## config.mk

```make
export PLATFORM = sky130hd
export DESIGN_NAME = branch_cond_unit
export DESIGN_NICKNAME = d
export VERILOG_FILES = /design/src/rtl/bcu_pkg.sv /design/src/rtl/bcu_target_calc.sv /design/src/rtl/branch_cond_unit.sv
export SDC_FILE = /design/constraint.sdc
export NUM_CORES = 1
export LEC_CHECK = 0
export ABC_AREA = 1
export CAP_MARGIN = 20
export CORE_MARGIN = 2
export CORE_UTILIZATION = 50
export CTS_CLUSTER_DIAMETER = 40
export DETAILED_ROUTE_END_ITERATION = 16
export PLACE_DENSITY_LB_ADDON = 0.3
export REMOVE_ABC_BUFFERS = 1
export SYNTH_ARGS = -nofsm -noshare
export SYNTH_HDL_FRONTEND = slang
export SYNTH_SLANG_ARGS = --single-unit
```

## constraint.sdc

```tcl
create_clock -name clock_i -period 25.2 [get_ports clock_i]
set_input_delay 2.52 -clock clock_i [delete_from_list [all_inputs] [get_ports clock_i]]
set_output_delay 2.52 -clock clock_i [all_outputs]
set_load 0.02 [all_outputs]
```

## src/rtl/bcu_pkg.sv

```systemverilog
// bcu_pkg: shared types and field layout for the branch conditional unit.
package bcu_pkg;

  // Resolution FSM states.
  typedef enum logic [1:0] {
    ST_IDLE    = 2'd0,
    ST_WAIT_CR = 2'd1,
    ST_RESOLVE = 2'd2
  } bcu_state_e;

  // Field positions inside the 28-bit instruction body.
  // BO bit 0 (architectural numbering) is the most significant bit of the BO field.
  localparam int BO_LSB = 0;
  localparam int BO_MSB = 4;
  localparam int BI_LSB = 5;
  localparam int BI_MSB = 9;
  localparam int BD_LSB = 10;
  localparam int BD_MSB = 25;
  localparam int AA_POS = 26;
  localparam int LK_POS = 27;

  // Functional unit identifier reported to the rest of the core.
  localparam int BranchUnitID = 6;

  // BD is a word displacement: append 2'b00 and sign extend to 64 bits.
  function automatic logic [63:0] sext_bd(input logic [15:0] bd);
    return {{46{bd[15]}}, bd, 2'b00};
  endfunction

endpackage

```

## src/rtl/bcu_target_calc.sv

```systemverilog
// bcu_target_calc: combinational branch target and fall-through address.
module bcu_target_calc
  import bcu_pkg::*;
(
  input  logic [15:0] bd_i,
  input  logic        aa_i,
  input  logic [63:0] address_i,
  input  logic        is64_i,
  output logic [63:0] target_o,
  output logic [63:0] seq_o
);

  logic [63:0] disp;
  logic [63:0] raw_target;
  logic [63:0] raw_seq;
  logic [63:0] mask;

  // Absolute or relative target, next sequential address, both clipped in 32-bit mode.
  always_comb begin
    disp       = sext_bd(bd_i);
    raw_target = aa_i ? disp : (address_i + disp);
    raw_seq    = address_i + 64'd4;
    mask       = is64_i ? 64'hFFFF_FFFF_FFFF_FFFF : 64'h0000_0000_FFFF_FFFF;
    target_o   = raw_target & mask;
    seq_o      = raw_seq & mask;
  end

endmodule

```

## src/rtl/branch_cond_unit.sv

```systemverilog
// branch_cond_unit: resolves B-form conditional branches and owns CTR and LR.
// Optional feature macro BCU_STATS_EN adds saturating taken/not-taken counters.
module branch_cond_unit
  import bcu_pkg::*;
(
  input  logic        clock_i,
  input  logic        reset_i,
  input  logic        enable_i,
  input  logic        stall_i,
  input  logic [27:0] instructionBody_i,
  input  logic [63:0] instructionAddress_i,
  input  logic [63:0] instMajId_i,
  input  logic        is64Bit_i,
  input  logic        crValid_i,
  input  logic [31:0] crBits_i,
  input  logic        sprWrEn_i,
  input  logic        sprSel_i,
  input  logic [63:0] sprData_i,
  output logic        busy_o,
  output logic        enable_o,
  output logic        taken_o,
  output logic [63:0] redirectAddr_o,
  output logic [63:0] instMajId_o,
`ifdef BCU_STATS_EN
  output logic [31:0] takenCount_o,
  output logic [31:0] notTakenCount_o,
`endif
  output logic [63:0] ctr_o,
  output logic [63:0] lr_o
);

  bcu_state_e  state_q, state_d;
  logic [4:0]  bo_q, bo_d;
  logic [4:0]  bi_q, bi_d;
  logic [15:0] bd_q, bd_d;
  logic        aa_q, aa_d;
  logic        lk_q, lk_d;
  logic [63:0] addr_q, addr_d;
  logic [63:0] id_q, id_d;
  logic        is64_q, is64_d;
  logic        crbit_q, crbit_d;
  logic [63:0] ctr_q, ctr_d;
  logic [63:0] lr_q, lr_d;
  logic        enable_q, enable_d;
  logic        taken_q, taken_d;
  logic [63:0] redirect_q, redirect_d;
  logic [63:0] out_id_q, out_id_d;

  logic [63:0] target;
  logic [63:0] seq_addr;
  logic [63:0] ctr_m;
  logic        ctr_nz;
  logic        ctr_ok;
  logic        cond_ok;
  logic        taken;
  logic        resolve_fire;
  logic        unused_hint;

  // BO bit 4 is a static prediction hint and has no effect on resolution.
  assign unused_hint = bo_q[0];

  bcu_target_calc u_target (
    .bd_i      (bd_q),
    .aa_i      (aa_q),
    .address_i (addr_q),
    .is64_i    (is64_q),
    .target_o  (target),
    .seq_o     (seq_addr)
  );

  // Branch condition evaluation from the captured body, latched CR bit and current CTR.
  always_comb begin
    ctr_m        = bo_q[2] ? ctr_q : (ctr_q - 64'd1);
    ctr_nz       = is64_q ? (ctr_m != 64'd0) : (ctr_m[31:0] != 32'd0);
    ctr_ok       = bo_q[2] | (ctr_nz ^ bo_q[1]);
    cond_ok      = bo_q[4] | (crbit_q == bo_q[3]);
    taken        = ctr_ok & cond_ok;
    resolve_fire = (state_q == ST_RESOLVE) && !stall_i;
  end

  // Next-state and datapath: SPR writes first so a branch update to the same register wins.
  always_comb begin
    state_d    = state_q;
    bo_d       = bo_q;
    bi_d       = bi_q;
    bd_d       = bd_q;
    aa_d       = aa_q;
    lk_d       = lk_q;
    addr_d     = addr_q;
    id_d       = id_q;
    is64_d     = is64_q;
    crbit_d    = crbit_q;
    ctr_d      = ctr_q;
    lr_d       = lr_q;
    enable_d   = 1'b0;
    taken_d    = taken_q;
    redirect_d = redirect_q;
    out_id_d   = out_id_q;
    if (!stall_i) begin
      if (sprWrEn_i && !sprSel_i) ctr_d = sprData_i;
      if (sprWrEn_i && sprSel_i)  lr_d  = sprData_i;
      case (state_q)
        ST_IDLE: begin
          if (enable_i) begin
            bo_d    = instructionBody_i[BO_MSB:BO_LSB];
            bi_d    = instructionBody_i[BI_MSB:BI_LSB];
            bd_d    = instructionBody_i[BD_MSB:BD_LSB];
            aa_d    = instructionBody_i[AA_POS];
            lk_d    = instructionBody_i[LK_POS];
            addr_d  = instructionAddress_i;
            id_d    = instMajId_i;
            is64_d  = is64Bit_i;
            crbit_d = crBits_i[instructionBody_i[BI_MSB:BI_LSB]];
            state_d = (instructionBody_i[BO_MSB] || crValid_i) ? ST_RESOLVE : ST_WAIT_CR;
          end
        end
        ST_WAIT_CR: begin
          if (crValid_i) begin
            crbit_d = crBits_i[bi_q];
            state_d = ST_RESOLVE;
          end
        end
        ST_RESOLVE: begin
          enable_d   = 1'b1;
          taken_d    = taken;
          redirect_d = taken ? target : seq_addr;
          out_id_d   = id_q;
          if (!bo_q[2]) ctr_d = ctr_m;
          if (lk_q)     lr_d  = seq_addr;
          state_d    = ST_IDLE;
        end
        default: state_d = ST_IDLE;
      endcase
    end
  end

  // State and architectural registers; reset discards any in-flight branch.
  always_ff @(posedge clock_i or posedge reset_i) begin
    if (reset_i) begin
      state_q    <= ST_IDLE;
      bo_q       <= '0;
      bi_q       <= '0;
      bd_q       <= '0;
      aa_q       <= 1'b0;
      lk_q       <= 1'b0;
      addr_q     <= '0;
      id_q       <= '0;
      is64_q     <= 1'b0;
      crbit_q    <= 1'b0;
      ctr_q      <= '0;
      lr_q       <= '0;
      enable_q   <= 1'b0;
      taken_q    <= 1'b0;
      redirect_q <= '0;
      out_id_q   <= '0;
    end else begin
      state_q    <= state_d;
      bo_q       <= bo_d;
      bi_q       <= bi_d;
      bd_q       <= bd_d;
      aa_q       <= aa_d;
      lk_q       <= lk_d;
      addr_q     <= addr_d;
      id_q       <= id_d;
      is64_q     <= is64_d;
      crbit_q    <= crbit_d;
      ctr_q      <= ctr_d;
      lr_q       <= lr_d;
      enable_q   <= enable_d;
      taken_q    <= taken_d;
      redirect_q <= redirect_d;
      out_id_q   <= out_id_d;
    end
  end

  assign busy_o         = (state_q != ST_IDLE) || stall_i;
  assign enable_o       = enable_q;
  assign taken_o        = taken_q;
  assign redirectAddr_o = redirect_q;
  assign instMajId_o    = out_id_q;
  assign ctr_o          = ctr_q;
  assign lr_o           = lr_q;

`ifdef BCU_STATS_EN
  logic [31:0] taken_cnt_q, taken_cnt_d;
  logic [31:0] not_taken_cnt_q, not_taken_cnt_d;

  // Saturating outcome counters, bumped on every resolved branch.
  always_comb begin
    taken_cnt_d     = taken_cnt_q;
    not_taken_cnt_d = not_taken_cnt_q;
    if (resolve_fire) begin
      if (taken && (taken_cnt_q != 32'hFFFF_FFFF))
        taken_cnt_d = taken_cnt_q + 32'd1;
      if (!taken && (not_taken_cnt_q != 32'hFFFF_FFFF))
        not_taken_cnt_d = not_taken_cnt_q + 32'd1;
    end
  end

  // Counter registers, cleared by reset.
  always_ff @(posedge clock_i or posedge reset_i) begin
    if (reset_i) begin
      taken_cnt_q     <= '0;
      not_taken_cnt_q <= '0;
    end else begin
      taken_cnt_q     <= taken_cnt_d;
      not_taken_cnt_q <= not_taken_cnt_d;
    end
  end

  assign takenCount_o    = taken_cnt_q;
  assign notTakenCount_o = not_taken_cnt_q;
`else
  logic unused_fire;
  assign unused_fire = resolve_fire;
`endif

endmodule

```

==> flow_metrics.py, run 1 <==
metrics = {
    "clock_network": {
        "cts_inserted_buffers": 75,
        "clock_tree.root_cell": "clkbuf_16",
        "max-clock-path-buffers": 3,
        "buffers_inserted_during_post_cts_setup_optimization": 0,
        "ctsHtreeMaxLevel": 3,
        "clkSlewWorstSetupHoldPaths_ns": 0.06,
        "cts.hold.buffers_added": 0,
        "clock-sinks": 417,
        "worst_skew_pair.late_latency_ns": 0.63,
        "tritoncts": "done",
        "ctsResizeCount": 0,
    },
    "finish": {
        "num_antenna_cells": 0,
        "layoutNonFillerInstCount": 5221,
        "fin_nets": 4737,
        "signed_area_change_from_the_synthesized_netlist_to_the_final_layout_pct": 30.3,
        "post-route-cell-area_mm2": 0.0363,
        "fin_util": 0.659,
        "share_of_post_route_cells_with_drive_strength_above_1": 0.0778,
    },
    "die": {
        "core_area_mm2": 0.0551,
        "num_rows": 86,
        "die_height_um": 240,
        "floorplan_die_area_mm2": 0.0577,
        "die_width_um": 240,
        "initial_utilization": 0.506,
        "top_level_ports": 519,
    },
    "timing": {
        "crit_path_time_final_ns": 7.00,
        "grt_setup_unrepaired": "false",
        "report.final.slew_viol_count": 0,
        "slew_headroom": 0.298,
        "clock.fmax_mhz": 143,
        "finalHoldWorstSlack_ns": 0.462,
        "tightest_slew_ns": 1.05,
        "final-setup-viol-count": 0,
        "fin_setup_tns_ns": 0,
        "clk_skew_ns": 0.0302,
        "setup_slack_ns": 18.20,
        "finalHoldViolations": 0,
        "finalCritPeriodShare": 0.278,
    },
    "detailed_routing": {
        "drt_pre_antenna_iters": 8,
        "ant_nets": 0,
        "post_drt_via_cell_ratio": 5.70,
        "route.met2.wl_um": 47700,
        "route.vias.total": 29800,
        "drt_drc_violations_left": 0,
        "mean_routed_wirelength_per_cell_um": 20.1,
        "route.top_layer_used": "met5",
        "routed-wl-met3_um": 10200,
        "total_wirelength_of_the_detailed_routed_design_um": 105000,
        "route.layer.met1.wl_um": 41500,
        "drtIter0Drc": 2666,
    },
    "logic_synthesis": {
        "post_synth_edffs": 0,
        "synth.area.top_cells": "dfrtp_1, nand2_1, nor2_1, nand3_1, inv_1",
        "synth-seq-cells": 417,
        "synthMostInstantiatedCell": "nand2_1",
        "yosysUniqueCellTypes": 54,
        "synthesis.area_mm2": 0.0279,
        "postSynth.topFlopCell": "dfrtp_1",
        "syn_area_per_cell_um2": 7.04,
        "netlist_instances": 3960,
        "seq_area_frac_synth": 0.374,
        "synthesis.yosys.warnings": 0,
        "synth_top_cells_by_count": "nand2_1, nor2_1, dfrtp_1, inv_1, nand3_1",
        "synth-async-reset-ratio": 1.00,
        "synth_top_area_share": 0.374,
        "synth_top_area_cell": "dfrtp_1",
    },
    "worst_setup_path": {
        "critPathKind": "input pin to output port",
        "critPathCaptureType": "output port",
        "cpPeakStageDelay_ns": 0.62,
        "critical_path.top_delay_family": "buffers and inverters",
        "worst-path-max-fanout": 96,
        "start_kind": "input pin",
        "critPathRequiredTime_ns": 22.68,
        "worstPathCellList": "buf_2, buf_4, inv_4, nand2_1, clkdlybuf4s50_1",
        "crit_arrival_ns": 4.48,
        "worst-path-buf-inv": 4,
        "slowest_stage": "clkdlybuf4s50_1",
    },
    "pwr": {
        "power_density_mw_per_mm2": 154,
        "max-vdd-ir-drop_uv": 91.6,
        "leakage_nw": 16.5,
        "totalPowerFinal_mw": 5.60,
    },
    "place": {
        "detailed_placer_s_ending_hpwl_um": 77200,
        "place_worst_setup_slack_ns": 18.22,
        "post_dp_cell_area_mm2": 0.0336,
        "numPlacedInstances": 5083,
        "io_buffers": 517,
        "routabilityCongestion": 1.04,
    },
    "global_routing": {
        "grt.total_usage": 0.359,
        "number_of_antenna_violations_at_the_first_check_in_global_routing": 1,
        "first_global_vias": 28300,
        "globalRoute.totalOverflow": 0,
        "grt_start_max_net_pins": 155,
        "first_pass_grt_wire_length_um": 160000,
    },
    "status": {
        "status": "finished, final reports clean",
    },
    "worst_hold_path": {
        "timing.hold.worst.class": "flop to flop",
    },
    "job": {
        "drv_cap": 0,
    },
}
cell type report:
type                    count  area [µm²]
clock buffers              83        1980
clock inverters            54         744
fillers                  4833       18800
inverters                 413        1560
multi-input cells        2960       15300
flip-flops and latches    417       10400
well taps                 748         936
repair buffers            546        5420
state kept, by name, indices dropped and copies added (netlist names):
name	flops
is64_q	1
state_q	2
aa_q	1
enable_o	1
bo_q	4
addr_q	64
instMajId_o	64
lr_o	64
lk_q	1
ctr_o	64
redirectAddr_o	64
id_q	64
bd_q	16
bi_q	5
taken_o	1
crbit_q	1
layer usage:
| metal | vias up | global-route usage |
|---|---|---|
| li1 | 14000 | - |
| met1 | 14000 | 0.463 |
| met2 | 1458 | 0.568 |
| met3 | 288 | 0.0893 |
| met4 | 2 | 0.169 |
| met5 | - | 0 |
final timing paths:
path                            startpoint  cells past startpoint  slack, ns                 end
worst min-delay path               id_q[3]                      2       0.46      instMajId_o[3]
min in group asynchronous          reset_i                      2       2.52             lr_o[1]
worst min register to register     id_q[3]                      2       0.46      instMajId_o[3]
worst max-delay path               stall_i                      5      18.20              busy_o
max in group asynchronous          reset_i                      5      20.76     instMajId_o[57]
worst max register to register    ctr_o[0]                     23      20.65  redirectAddr_o[51]
layout by cell type (no fill, tap or decap), types with 20 or more instances in the layout:
master           Yosys  routed
inv_1              405     403
dfrtp_1            417     416
o21ai_0            279     279
nor3_1              29      29
nand3_1            311     310
nand2_1           1065    1064
nor2_1             478     475
mux2_2             118     118
clkdlybuf4s50_1      0     516
clkbuf_16            0      76
xor2_1              60      60
o211ai_1           107     107
a31oi_1             27      27
a21oi_1            163     163
nor2_2              19      20
ha_1                63      63
nand4_1             61      61
buf_4                1      27
report_power, final:
part / internal [mW] / switching, mW
Sequential: 0.991 / 0.345
Combinational: 1.15 / 2.02
Clock: 0.694 / 0.395
Total: 2.84 / 2.76
cells by family after synthesis:
group                    Yosys count  share of synthesized area
AO/OA/AOI/OAI                    680                      0.143
XOR/XNOR                          75                     0.0235
adder cells (fa/ha/maj)           64                     0.0290
buffers and inverters            583                     0.0806
flip-flops                       417                      0.374
multiplexers                     118                     0.0476
AND/OR/NAND/NOR                 2023                      0.303
tightest hold or removal path: stages (launching register included):
cell and delay [ns]:
dfrtp_1 0.33, nand2_1 0.05, nand2_1 0.05
Power figures use the tool's default switching activity.
==> run 2: changes to the inputs <==
--- a/config.mk
+++ b/config.mk
@@ -8,7 +8,7 @@
 export ABC_AREA = 1
 export CAP_MARGIN = 20
 export CORE_MARGIN = 2
-export CORE_UTILIZATION = 50
+export CORE_UTILIZATION = 49
 export CTS_CLUSTER_DIAMETER = 40
 export DETAILED_ROUTE_END_ITERATION = 16
 export PLACE_DENSITY_LB_ADDON = 0.3
==> constraint.sdc (replaced) <==
create_clock -name clock_i -period 6.1 [get_ports clock_i]
set_input_delay 0.61 -clock clock_i [delete_from_list [all_inputs] [get_ports clock_i]]
set_output_delay 0.61 -clock clock_i [all_outputs]
set_load 0.02 [all_outputs]
==> run 2 against run 1 <==
Net effect:
- clock skew increased by 0.0034 ns
- final cell count increased by 0.21%
- total power increased to 4.1 times the previous value
- cell area increased by 0.18%
- clock-buffer cell count increased by 4
- largest cell class unchanged
- highest routed layer is now met4
==> flow_metrics.py, run 2 (synthesis gave the netlist of run 1 again) <==
metrics = {
    "status": {
        "status": "finished, final reports clean",
    },
    "global_routing": {
        "number_of_antenna_violations_at_the_first_check_in_global_routing": 2,
        "first_global_vias": 28400,
        "first_pass_grt_wire_length_um": 162000,
        "globalRoute.totalOverflow": 0,
        "grt.total_usage": 0.349,
        "grt_start_max_net_pins": 194,
    },
    "clock_network": {
        "clock-sinks": 417,
        "clock_tree.root_cell": "clkbuf_16",
        "clkSlewWorstSetupHoldPaths_ns": 0.05,
        "buffers_inserted_during_post_cts_setup_optimization": 0,
        "cts.hold.buffers_added": 0,
        "max-clock-path-buffers": 3,
        "cts_inserted_buffers": 76,
        "tritoncts": "done",
        "ctsHtreeMaxLevel": 3,
        "worst_skew_pair.late_latency_ns": 0.63,
        "ctsResizeCount": 0,
    },
    "timing": {
        "fin_setup_tns_ns": 0,
        "crit_path_time_final_ns": 4.11,
        "clock.fmax_mhz": 243,
        "slew_headroom": 0.267,
        "setup_slack_ns": 1.99,
        "finalHoldViolations": 0,
        "final-setup-viol-count": 0,
        "finalCritPeriodShare": 0.674,
        "report.final.slew_viol_count": 0,
        "finalHoldWorstSlack_ns": 0.465,
        "clk_skew_ns": 0.0336,
        "tightest_slew_ns": 1.10,
        "grt_setup_unrepaired": "false",
    },
    "place": {
        "routabilityCongestion": 1.06,
        "detailed_placer_s_ending_hpwl_um": 78000,
        "io_buffers": 517,
        "numPlacedInstances": 5092,
        "place_worst_setup_slack_ns": 2.10,
        "post_dp_cell_area_mm2": 0.0337,
    },
    "worst_setup_path": {
        "crit-reg2reg-launch": "ctr_o[0]",
        "critPathKind": "flop to flop",
        "critPathCaptureType": "flop",
        "worst-path-max-fanout": 31,
        "startpoint_of_the_most_critical_setup_path": "ctr_o[0]",
        "reg2reg_slack_ns": 1.99,
        "start_kind": "flop",
        "crit_arrival_ns": 4.61,
        "critPathRequiredTime_ns": 6.60,
    },
    "finish": {
        "multiInputGateArea_mm2": 0.0153,
        "share_of_post_route_cells_with_drive_strength_above_1": 0.0773,
        "layout_common_cells": "nand2_1, clkdlybuf4s50_1, nor2_1",
        "fin_nets": 4738,
        "layout.filler_cells": 5157,
        "signed_area_change_from_the_synthesized_netlist_to_the_final_layout_pct": 30.5,
        "mostFrequentLayoutCell": "nand2_1",
        "post-route-cell-area_mm2": 0.0364,
        "ff_latch_area_mm2": 0.0104,
        "layoutNonFillerInstCount": 5232,
        "fin_util": 0.646,
    },
    "detailed_routing": {
        "ant_nets": 0,
        "drt_drc_violations_left": 0,
        "mean_routed_wirelength_per_cell_um": 20.0,
        "total_wirelength_of_the_detailed_routed_design_um": 105000,
        "route.vias.total": 29500,
        "drt_pre_antenna_iters": 8,
        "drtIter0Drc": 2721,
        "post_drt_via_cell_ratio": 5.65,
    },
    "die": {
        "num_rows": 87,
        "die_height_um": 243,
        "top_level_ports": 519,
        "core_area_mm2": 0.0564,
        "initial_utilization": 0.495,
        "die_width_um": 243,
        "floorplan_die_area_mm2": 0.0588,
    },
    "pwr": {
        "totalPowerFinal_mw": 23.2,
        "leakage_nw": 16.5,
        "power_density_mw_per_mm2": 636,
        "max-vdd-ir-drop_uv": 379,
    },
    "worst_hold_path": {
        "holdCritStartpoint": "instMajId_o[46]",
        "timing.hold.worst.class": "flop to flop",
    },
    "job": {
        "drv_cap": 0,
    },
}
## run 2: cell types whose count changed in the layout (fill, tap and decap cells not counted), moves of 2 or more
cell      change
inv_8         -3
clkbuf_1      +4
buf_4         -4
clkinv_8      -4
clkinv_4      +2
buf_12        +5
clkinv_2      -5
inv_6         +6
## run 2: layout make-up
class | instances | share of cell area
clock inverter | 52 | 0.0200
inverter | 413 | 0.0430
multi-input combinational | 2960 | 0.419
clock buffer | 87 | 0.0551
antenna | 1 | 0.0000687
tap | 756 | 0.0260
timing repair buffer | 546 | 0.150
sequential | 417 | 0.287
## run 2: critical path: stages, from the launching register on
cell     delay (ns)
dfrtp_1        0.40
inv_2          0.11
ha_1           0.30
nand2_1        0.09
nor2_1         0.46
nand3_1        0.16
nor2_2         0.25
nand3_1        0.10
nand2_1        0.10
nand2_1        0.06
nor2_1         0.18
nand2_1        0.09
nor2_1         0.09
nand2_1        0.09
nand2_1        0.12
nand2_1        0.07
nand2_1        0.07
nand3_2        0.10
nand2_2        0.48
buf_4          0.38
nand2_1        0.09
nand3_1        0.12
nand2_1        0.06
## run 2: metal layers
metal / vias up / routed length [µm] / GRT usage
met3: 280 / 9210 / 0.0745
met1: 13800 / 42200 / 0.454
met5: - / 0 / 0
li1: 14000 / - / -
met2: 1384 / 47600 / 0.554
met4: 0 / 5540 / 0.174
## run 2: path summary, 6_finish.rpt
check | end | cells past startpoint
setup / recovery | redirectAddr_o[47] | 22
max in group asynchronous | id_q[54] | 3
min in group asynchronous | lr_o[0] | 2
hold reg to reg | instMajId_o[46] | 2
setup reg to reg | redirectAddr_o[47] | 22
hold / removal | instMajId_o[46] | 2
## run 2: report_power, final
part	switching (mW)	internal, mW	total, mW
registers	1.48	4.09	5.57
clock network	1.61	2.92	4.53
logic	8.30	4.76	13.1
